===== src/rtl/camera_scroll_pkg.sv =====
// Shared game constants (coordinate widths, screen/level geometry) and the camera state type.
// World and the renderer import the same package so all blocks agree on geometry.
package camera_scroll_pkg;

  localparam int X_W        = 11;
  localparam int VIEW_W     = 33;
  localparam int SCREEN_W   = 640;
  localparam int LEVEL_W    = 2040;
  localparam int DEADZONE_X = 320;
  localparam int MAX_STEP   = 8;
  localparam int STEP_W     = 4;

  typedef enum logic [1:0] {
    TRACK = 2'd0,
    HOLD  = 2'd1,
    END   = 2'd2
  } cam_state_t;

endpackage


===== src/rtl/camera_scroll_step.sv =====
// scroll_step: combinational camera step = min(dead-zone excess, MAX_STEP, room to the level edge).
// Optional macro SCROLL_BACK_EN adds a left dead zone and a direction output (1 = left).
module scroll_step #(
  parameter int X_W        = camera_scroll_pkg::X_W,
  parameter int VIEW_W     = camera_scroll_pkg::VIEW_W,
  parameter int SCREEN_W   = camera_scroll_pkg::SCREEN_W,
  parameter int LEVEL_W    = camera_scroll_pkg::LEVEL_W,
  parameter int DEADZONE_X = camera_scroll_pkg::DEADZONE_X,
  parameter int MAX_STEP   = camera_scroll_pkg::MAX_STEP
) (
  input  logic [X_W-1:0]    mario_x,
  input  logic [VIEW_W-1:0] left_wall,
  input  logic [VIEW_W-1:0] view,
  output logic [VIEW_W-1:0] step
`ifdef SCROLL_BACK_EN
  ,
  output logic              dir
`endif
);

`ifdef SCROLL_BACK_EN
  localparam logic [VIEW_W-1:0] DZ_RIGHT = VIEW_W'(SCREEN_W - DEADZONE_X);
  localparam logic [VIEW_W-1:0] DZ_LEFT  = VIEW_W'(DEADZONE_X / 2);
`else
  localparam logic [VIEW_W-1:0] DZ_RIGHT = VIEW_W'(DEADZONE_X);
`endif
  localparam logic [VIEW_W-1:0] STEP_MAX = VIEW_W'(MAX_STEP);
  localparam logic [VIEW_W-1:0] LEVEL    = VIEW_W'(LEVEL_W);

  function automatic logic [VIEW_W-1:0] min3(input logic [VIEW_W-1:0] a,
                                             input logic [VIEW_W-1:0] b,
                                             input logic [VIEW_W-1:0] c);
    logic [VIEW_W-1:0] m;
    m = (a < b) ? a : b;
    return (m < c) ? m : c;
  endfunction

  logic [VIEW_W-1:0] mx, rel, need_r, room_r, step_r;

  assign mx     = VIEW_W'(mario_x);
  // Mario left of the wall counts as sitting on it, never a negative offset.
  assign rel    = (mx > left_wall) ? mx - left_wall : '0;
  assign need_r = (rel > DZ_RIGHT) ? rel - DZ_RIGHT : '0;
  assign room_r = (view < LEVEL) ? LEVEL - view : '0;
  assign step_r = min3(need_r, STEP_MAX, room_r);

`ifdef SCROLL_BACK_EN
  localparam logic [VIEW_W-1:0] SCREEN = VIEW_W'(SCREEN_W);
  logic [VIEW_W-1:0] need_l, room_l, step_l;

  assign need_l = (rel < DZ_LEFT) ? DZ_LEFT - rel : '0;
  assign room_l = (view > SCREEN) ? view - SCREEN : '0;
  assign step_l = min3(need_l, STEP_MAX, room_l);
  // Left and right zones are disjoint, so at most one step is non-zero.
  assign dir    = (step_l != '0);
  assign step   = dir ? step_l : step_r;
`else
  assign step   = step_r;
`endif

endmodule


===== src/rtl/camera_scroll.sv =====
// camera_scroll: dead-zone horizontal camera, stepped once per frame tick, clamped at level end.
// Optional macro SCROLL_BACK_EN enables leftward scrolling and the scroll_dir output.
//
// state | meaning
// TRACK | camera follows Mario on each frame tick
// HOLD  | camera frozen (freeze asserted), ticks ignored
// END   | view reached LEVEL_W; outputs frozen until reset
module camera_scroll #(
  parameter int X_W        = camera_scroll_pkg::X_W,
  parameter int VIEW_W     = camera_scroll_pkg::VIEW_W,
  parameter int SCREEN_W   = camera_scroll_pkg::SCREEN_W,
  parameter int LEVEL_W    = camera_scroll_pkg::LEVEL_W,
  parameter int DEADZONE_X = camera_scroll_pkg::DEADZONE_X,
  parameter int MAX_STEP   = camera_scroll_pkg::MAX_STEP
) (
  input  logic              clk,
  input  logic              rst,
  input  logic              frame_tick,
  input  logic              freeze,
  input  logic [X_W-1:0]    mario_x,
  output logic [VIEW_W-1:0] view,
  output logic [VIEW_W-1:0] left_wall,
  output logic [3:0]        scroll_dx,
  output logic              view_upd,
  output logic              at_end
`ifdef SCROLL_BACK_EN
  ,
  output logic              scroll_dir
`endif
);

  import camera_scroll_pkg::*;

  localparam logic [VIEW_W-1:0] SCREEN = VIEW_W'(SCREEN_W);
  localparam logic [VIEW_W-1:0] LEVEL  = VIEW_W'(LEVEL_W);

  cam_state_t        state, state_nxt;
  logic [VIEW_W-1:0] view_nxt, left_wall_nxt, step;
  logic [3:0]        scroll_dx_nxt;
  logic              view_upd_nxt, at_end_nxt, upd;
`ifdef SCROLL_BACK_EN
  logic              step_dir, scroll_dir_nxt;
`endif

  scroll_step #(
    .X_W        (X_W),
    .VIEW_W     (VIEW_W),
    .SCREEN_W   (SCREEN_W),
    .LEVEL_W    (LEVEL_W),
    .DEADZONE_X (DEADZONE_X),
    .MAX_STEP   (MAX_STEP)
  ) u_step (
    .mario_x   (mario_x),
    .left_wall (left_wall),
    .view      (view),
    .step      (step)
`ifdef SCROLL_BACK_EN
    ,
    .dir       (step_dir)
`endif
  );

  always_comb begin
    state_nxt     = state;
    view_nxt      = view;
    left_wall_nxt = left_wall;
    scroll_dx_nxt = scroll_dx;
    view_upd_nxt  = 1'b0;
    at_end_nxt    = at_end;
    upd           = 1'b0;
`ifdef SCROLL_BACK_EN
    scroll_dir_nxt = scroll_dir;
`endif

    case (state)
      TRACK: begin
        // freeze takes priority over a coincident tick
        if (freeze)          state_nxt = HOLD;
        else if (frame_tick) upd = 1'b1;
      end
      HOLD: begin
        if (!freeze) state_nxt = TRACK;
      end
      END: begin
`ifdef SCROLL_BACK_EN
        if (!freeze && frame_tick && step_dir) upd = 1'b1;
`endif
      end
      default: state_nxt = TRACK;
    endcase

    if (upd) begin
`ifdef SCROLL_BACK_EN
      if (step_dir) begin
        view_nxt      = view - step;
        left_wall_nxt = left_wall - step;
      end else begin
        view_nxt      = view + step;
        left_wall_nxt = left_wall + step;
      end
      scroll_dir_nxt = step_dir;
`else
      view_nxt      = view + step;
      left_wall_nxt = left_wall + step;
`endif
      scroll_dx_nxt = step[3:0];
      view_upd_nxt  = 1'b1;
      at_end_nxt    = (view_nxt == LEVEL);
      state_nxt     = at_end_nxt ? END : TRACK;
    end
  end

  always_ff @(posedge clk) begin
    if (!rst) begin
      state     <= TRACK;
      view      <= SCREEN;
      left_wall <= '0;
      scroll_dx <= '0;
      view_upd  <= 1'b0;
      at_end    <= 1'b0;
`ifdef SCROLL_BACK_EN
      scroll_dir <= 1'b0;
`endif
    end else begin
      state     <= state_nxt;
      view      <= view_nxt;
      left_wall <= left_wall_nxt;
      scroll_dx <= scroll_dx_nxt;
      view_upd  <= view_upd_nxt;
      at_end    <= at_end_nxt;
`ifdef SCROLL_BACK_EN
      scroll_dir <= scroll_dir_nxt;
`endif
    end
  end

endmodule


===== config.mk =====
export PLATFORM = sky130hd
export DESIGN_NAME = camera_scroll
export DESIGN_NICKNAME = d
export VERILOG_FILES = /design/src/rtl/camera_scroll_pkg.sv /design/src/rtl/camera_scroll_step.sv /design/src/rtl/camera_scroll.sv
export SDC_FILE = /design/constraint.sdc
export NUM_CORES = 1
export LEC_CHECK = 0
export BUFFER_PORTS_ARGS = -buffer_cell sky130_fd_sc_hd__buf_2
export CORE_MARGIN = 3
export CORE_UTILIZATION = 35
export DETAILED_ROUTE_END_ITERATION = 16
export PLACE_DENSITY = 0.61
export SYNTH_ARGS = -nofsm -noshare
export SYNTH_HDL_FRONTEND = slang
export SYNTH_HIERARCHICAL = 1
export SYNTH_SLANG_ARGS = --single-unit
export TNS_END_PERCENT = 10

===== constraint.sdc =====
create_clock -name clk -period 9.7 [get_ports clk]
set_clock_uncertainty 0.2 [all_clocks]
set_input_delay 0 -clock clk [delete_from_list [all_inputs] [get_ports clk]]
set_output_delay 0 -clock clk [all_outputs]
set_load 0.02 [all_outputs]

**After elaboration in Yosys (flattened, before gate mapping)**

Cells that the tools add are included.

- Eq/ne operators: 6
- Multiplexer cells: 14
- Reduce and logical (&&, ||, !) cells: 2
- Add/sub/neg operators: 5
- $lt $le $gt $ge: 5

Operators by type and width:

| operator | count |
|---|---|
| 33-bit two-way mux | 5 |
| 33-bit adder | 2 |
| 33-bit by 11-bit equality test with 1-bit output (second input constant) | 1 |
| 11-bit by 33-bit > comparator with 1-bit output | 1 |
| 33-bit by 9-bit > comparator with 1-bit output (second input constant) | 1 |
| 33-bit by 11-bit < comparator with 1-bit output (second input constant) | 1 |
| 33-bit < comparator | 1 |
| 33-bit by 4-bit < comparator with 1-bit output (second input constant) | 1 |
| 11-bit by 33-bit subtractor with 33-bit output | 1 |
| 11-bit by 33-bit subtractor with 33-bit output (first input constant) | 1 |
| 33-bit by 9-bit subtractor with 33-bit output (second input constant) | 1 |
| 2-bit two-way mux | 4 |
| 3-bit != test (second input constant) | 2 |
| 2-bit case mux with 3 select lines | 1 |
| 1-bit two-way mux | 4 |
| 3-bit AND reduction | 1 |
| 2-bit by 1-bit equality test with 1-bit output (second input constant) | 1 |
| 2-bit equality test (second input constant) | 1 |
| 2-bit logical NOT | 1 |
| 2-bit != test (second input constant) | 1 |

- Register bits: 74
- Output and inout port bits: 72
- Word-level logic and storage cells: 38
- Bits of input ports: 15

**Longest topological paths before layout**

- Depth in word-level cells: 12
- Mapped depth: 39

**Modules after synthesis**

Netlist, hierarchy kept.

Modules (own cells, without submodules):

| module | sequential area each (um2) | cells an instance | area each (um2) | times used |
|---|---|---|---|---|
| camera_scroll | 1481.4 | 824 | 6399.9 | 1 |
| scroll_step | 0.0 | 340 | 2332.2 | 1 |

**Worst setup path after synthesis**

OpenSTA, ideal clock, no wires.

- Path type: register to register
- Start point: register left_wall[4]
- End point: register left_wall[31]
- Setup slack: 1981 ps
- Stages on the path, launching flop included: 37
- Required time: 9380 ps
- Arrival: 7399 ps
- Cell sequence: dfxtp_1 -> inv_1 -> ha_1 -> clkbuf_1 -> nand2_1 -> a211oi_1 -> o21ai_0 -> a211oi_4 -> and2_2 -> inv_1 -> ha_1 -> inv_1 -> nor3_1 -> and4_2 -> a211oi_2 -> nor2_1 -> and4_2 -> ha_1 -> a21o_1 -> a211oi_1 -> o21ai_0 -> o211ai_1 -> a31oi_1 -> or3b_2 -> a211oi_2 -> and2b_1 -> a32o_1 -> ha_1 -> a211oi_1 -> nor2_1 -> o31ai_1 -> o311ai_1 -> a41oi_1 -> nor2b_1 -> o41ai_2 -> nor4_1 -> o31a_1

- Word-level cells in the longest chain between the ends: 9
- Elaborated cells on any way between the ends: 11
- Those cells by class: 3 x add/sub; 4 x order compare; 4 x mux

RTL lines:

| item | RTL line | text |
|---|---|---|
| start, declared | camera_scroll.sv:22 | `output logic [VIEW_W-1:0] left_wall,` |
| start signal, assigned | camera_scroll.sv:127 | `left_wall <= left_wall_nxt;` |
| 11-bit by 33-bit subtractor with 33-bit output or 11-bit by 33-bit > comparator with 1-bit output (tied branches) | camera_scroll_step.sv:42 | `assign rel = (mx > left_wall) ? mx - left_wall : '0;` |
| 33-bit two-way mux (*) | camera_scroll_step.sv:42 |  |
| 33-bit by 9-bit subtractor with 33-bit output or 33-bit by 9-bit > comparator with 1-bit output (tied branches) | camera_scroll_step.sv:43 | `assign need_r = (rel > DZ_RIGHT) ? rel - DZ_RIGHT : '0;` |
| 33-bit two-way mux (*) | camera_scroll_step.sv:43 |  |
| 33-bit by 4-bit < comparator with 1-bit output | camera_scroll_step.sv:34 | `m = (a < b) ? a : b;` |
| 33-bit two-way mux (*) | camera_scroll_step.sv:34 |  |
| 33-bit < comparator | camera_scroll_step.sv:35 | `return (m < c) ? m : c;` |
| 33-bit two-way mux (*) | camera_scroll_step.sv:35 |  |
| named net step[1] | camera_scroll.sv:38 | `logic [VIEW_W-1:0] view_nxt, left_wall_nxt, step;` |
| 33-bit adder (*) | camera_scroll.sv:104 | `left_wall_nxt = left_wall + step;` |

Mark *: on every way through the listed nets, which the timed path passes. The rest lies on a longest branch.
A chain may end at the register's enable or synchronous reset.

**Final worst setup path**

Ends and elaborated chain as after synthesis.

==> flow_metrics.env <==
export IMPL_die_area_mm2=0.0269
export IMPL_synth_ff_type="dfxtp_1"
export IMPL_status="finished, final reports clean"
export IMPL_clk_pin_slew_worst_paths_ns=0.07
export IMPL_core_area_mm2=0.0244
export IMPL_grt_pass1_vias=8177
export IMPL_path_delay_family="compound AO/OA/AOI/OAI gates"
export IMPL_drive_above_1_share_pct=11.2
export IMPL_p_leak_nw=4.39
export IMPL_powerDensity_mw_per_mm2=105
export IMPL_syn_area_mm2=0.00873
export IMPL_clock_latency_ns=0.35
export IMPL_first_pass_iters=5
export IMPL_syn_to_final_growth_pct=12.6
export IMPL_power_total_mw=1.03
export IMPL_die_y_um=164
export IMPL_route_vias_total=8917
export IMPL_h_tree_depth=3
export IMPL_timing_rr_end="left_wall[31]"
export IMPL_end_kind="register"
export IMPL_cp_required_ns=9.74
export IMPL_slowest_delay_ns=0.60
export IMPL_period_share_pct=91.3
export IMPL_p_sw_share_pct=35.7
export IMPL_rsz0062_at_grt="no"
export IMPL_n_antenna_cell=0
export IMPL_p_comb_share_pct=32.1
export IMPL_final_util_pct=40.3
export IMPL_synth_cell_types=87
export IMPL_setup_violations=0
export IMPL_hold_viol_final=0
export IMPL_initial_core_util_pct=35.8
export IMPL_ys_ff_latch=74
export IMPL_avgSynthCellArea_um2=7.50
export IMPL_worstSetupStartpointType="register"
export IMPL_drt_vias_per_instance=5.62
export IMPL_cts_post_setup_buffers_inserted=0
export IMPL_postPlaceCellArea_mm2=0.00950
export IMPL_nets=1387
export IMPL_cpMaxStageDelayCell="o31ai_1"
export IMPL_yosysWarnings=6
export IMPL_p_seq_share_pct=32.1
export IMPL_fmax_mhz=113
export IMPL_crit_top_cell="ha_1"
export IMPL_critPathArrivalTime_ns=8.89
export IMPL_wl_um=27000
export IMPL_critPathKind="reg2reg"
export IMPL_place_gp_congestion=0.963
export IMPL_cp_startpoint="left_wall[4]"
export IMPL_worstPathMaxFanout=8
export IMPL_clkSinkCount=74
export IMPL_numCtsBuffers=9
export IMPL_intPower_mw=0.664
export IMPL_synth_edff_count=0
export IMPL_stdcell_area_mm2=0.00983
export IMPL_placement_rows=57
export IMPL_drcViolationCount=0
export IMPL_nFillCells=2557
export IMPL_track_usage_pct=20.0
export IMPL_p_sw_mw=0.368
export IMPL_synth_seq_area_share_pct=17.0
export IMPL_root_buffer="clkbuf_16"
export IMPL_async_flop_share_pct=0
export IMPL_antenna_found_initial=0
export IMPL_reg2reg_slack_ns=0.85
export IMPL_worstMarginPinSlew_ns=0.911
export IMPL_postRouteAntennaNets=0
export IMPL_period_needed_ns=8.85
export IMPL_port_buffers=86
export IMPL_cts_buffer_depth=2
export IMPL_cap_viol_max_count=0
export IMPL_min_path_type="in2reg"
export IMPL_max_slew_margin_pct=37.7
export IMPL_worst_path_stages=35
export IMPL_timing_rr_start="left_wall[4]"
export IMPL_slew_viol_final=0
export IMPL_die_w_um=164
export IMPL_crit_end="left_wall[31]"
export IMPL_syn_inst=1164
export IMPL_rr_worst_depth=35
export IMPL_tns_ns=0
export IMPL_io_pins=87
export IMPL_grt_max_degree=81
export IMPL_pwr_share_clk_pct=35.8
export IMPL_avgRoutedWirePerCell_um=17.0
export IMPL_irDropWorstVdd_v=0.0000714
export IMPL_drt_iter0_drc=703
export IMPL_cts_tree="yes"
export IMPL_grt_ovfl_total=0
export IMPL_dpl_hpwl_um=21300
export IMPL_critPathBufInv=3
export IMPL_min_from="rst"
export IMPL_grt_first_pass_wirelength_um=43300
## layer usage
layer / share of wire, % / track usage (%) / vias up / wire (um)
li1: - / - / 4476 / -
met1: 47 / 27.3 / 4136 / 12700
met2: 44 / 32.1 / 254 / 12000
met3: 5.3 / 2.35 / 51 / 1420
met4: 3.1 / 7.61 / 0 / 839
met5: 0 / 0 / - / 0
## flip-flops by register name, summed over array words and instances, names as in the netlist
name	cells
at_end	1
left_wall	33
scroll_dx	4
state	2
view	33
view_upd	1
## worst min-delay path: cells and delay by family
family                 cells  cell delay [ns]
buffers and inverters      2             0.44
AND/OR/NAND/NOR            1             0.15
## stage by stage
| step | instances | setup WS (ns) | hold WS (ns) |
|---|---|---|---|
| finish | 1588 | 0.846 | 0.0954 |
| global route | 1588 | 0.148 | 0.146 |
| CTS | 1588 | 0.941 | 0.0888 |
| detailed placement | 1571 | 0.992 | 0.0703 |
| global placement | 1571 | 1.08 | 0.0611 |
| floorplan | 1213 | 1.98 | -0.0862 |
## cell usage after synthesis, drive strengths merged, types with 4 or more instances
master | count | share of area (%)
and3 | 12 | 0.86
a31oi | 11 | 0.79
o221ai | 5 | 0.50
nor2b | 15 | 1.1
xnor2 | 27 | 2.7
and2 | 31 | 2.2
nand2 | 144 | 6.2
dfxtp | 74 | 17
nand3b | 7 | 0.60
inv | 44 | 1.9
nor3b | 6 | 0.52
nand4 | 22 | 1.6
a211oi | 19 | 2.0
or4b | 4 | 0.46
nand2b | 6 | 0.43
or3 | 10 | 0.73
o21bai | 9 | 0.77
clkbuf | 37 | 1.6
a21boi | 35 | 3.0
nand3 | 38 | 2.2
a31o | 6 | 0.70
mux2i | 5 | 0.57
a311oi | 4 | 0.40
ha | 110 | 16
nor4b | 5 | 0.75
o22ai | 5 | 0.36
xor2 | 21 | 2.1
nand4b | 12 | 1.2
o211a | 6 | 0.69
nor2 | 74 | 3.2
o21a | 15 | 1.3
or2 | 7 | 0.50
and4 | 10 | 1.0
a21oi | 81 | 4.6
a211o | 4 | 0.40
a221oi | 4 | 0.40
a2111oi | 7 | 0.79
o31ai | 9 | 0.77
o211ai | 11 | 0.95
nor3 | 33 | 1.9
o21ai | 70 | 4.1
or4 | 4 | 0.39
buf | 20 | 1.7
a21o | 34 | 2.9
nor4 | 15 | 1.1
## kinds of logic (layout without fill, tap and decap cells)
kind of cell	Yosys count	after routing	share of synthesized area (%)
AND/OR/NAND/NOR	458	458	27.2
AO/OA/AOI/OAI	363	363	28.7
adder cells (fa/ha/maj)	113	113	16.4
buffers and inverters	101	152	5.22
flip-flops	74	74	17.0
XOR/XNOR	48	48	4.81
multiplexers	5	5	0.573
other	2	51	0.0860
## worst min-delay path by stage
stage	cells past startpoint	to	slack [ns]
final	3	view[7]	0.1
after detailed placement	3	state[0]	0.07
after global routing	3	view[9]	0.15
after global placement	3	state[0]	0.06
after CTS	3	view[9]	0.09
after floorplan	2	state[0]	-0.09
## power by group through the flow
stage,registers [mW],clock network (mW),logic [mW]
final,0.331,0.370,0.331
after global routing,0.333,0.390,0.369
after CTS,0.331,0.378,0.322
after detailed placement,0.338,0,0.320
after global placement,0.338,0,0.319
after floorplan,0.345,0,0.238
## cell type report
type / instances / area, um^2 / share of cell area, %
Tap cell: 324 / 405 / 4.12
Timing Repair Buffer: 92 / 478 / 4.86
Clock inverter: 6 / 90.1 / 0.916
Inverter: 44 / 165 / 1.68
Sequential cell: 74 / 1480 / 15.1
Multi-Input combinational cell: 1038 / 6980 / 71.0
Clock buffer: 10 / 229 / 2.33
## layout by cell type, fill, tap and decap left out, drive strengths merged, types with 19 or more instances in the layout
master / n
a211oi: 19
a21boi: 35
a21o: 34
a21oi: 81
and2: 31
buf: 91
conb: 51
dfxtp: 74
ha: 110
inv: 45
nand2: 144
nand3: 38
nand4: 22
nor2: 74
nor3: 33
o21ai: 70
xnor2: 27
xor2: 21
## what timing repair did
item | in CTS | in global routing
endpoints found under the hold margin | 1 | 0
resized for setup | 0 | 0
hold buffers | 1 | 0
(Power assumes the default switching activity.)
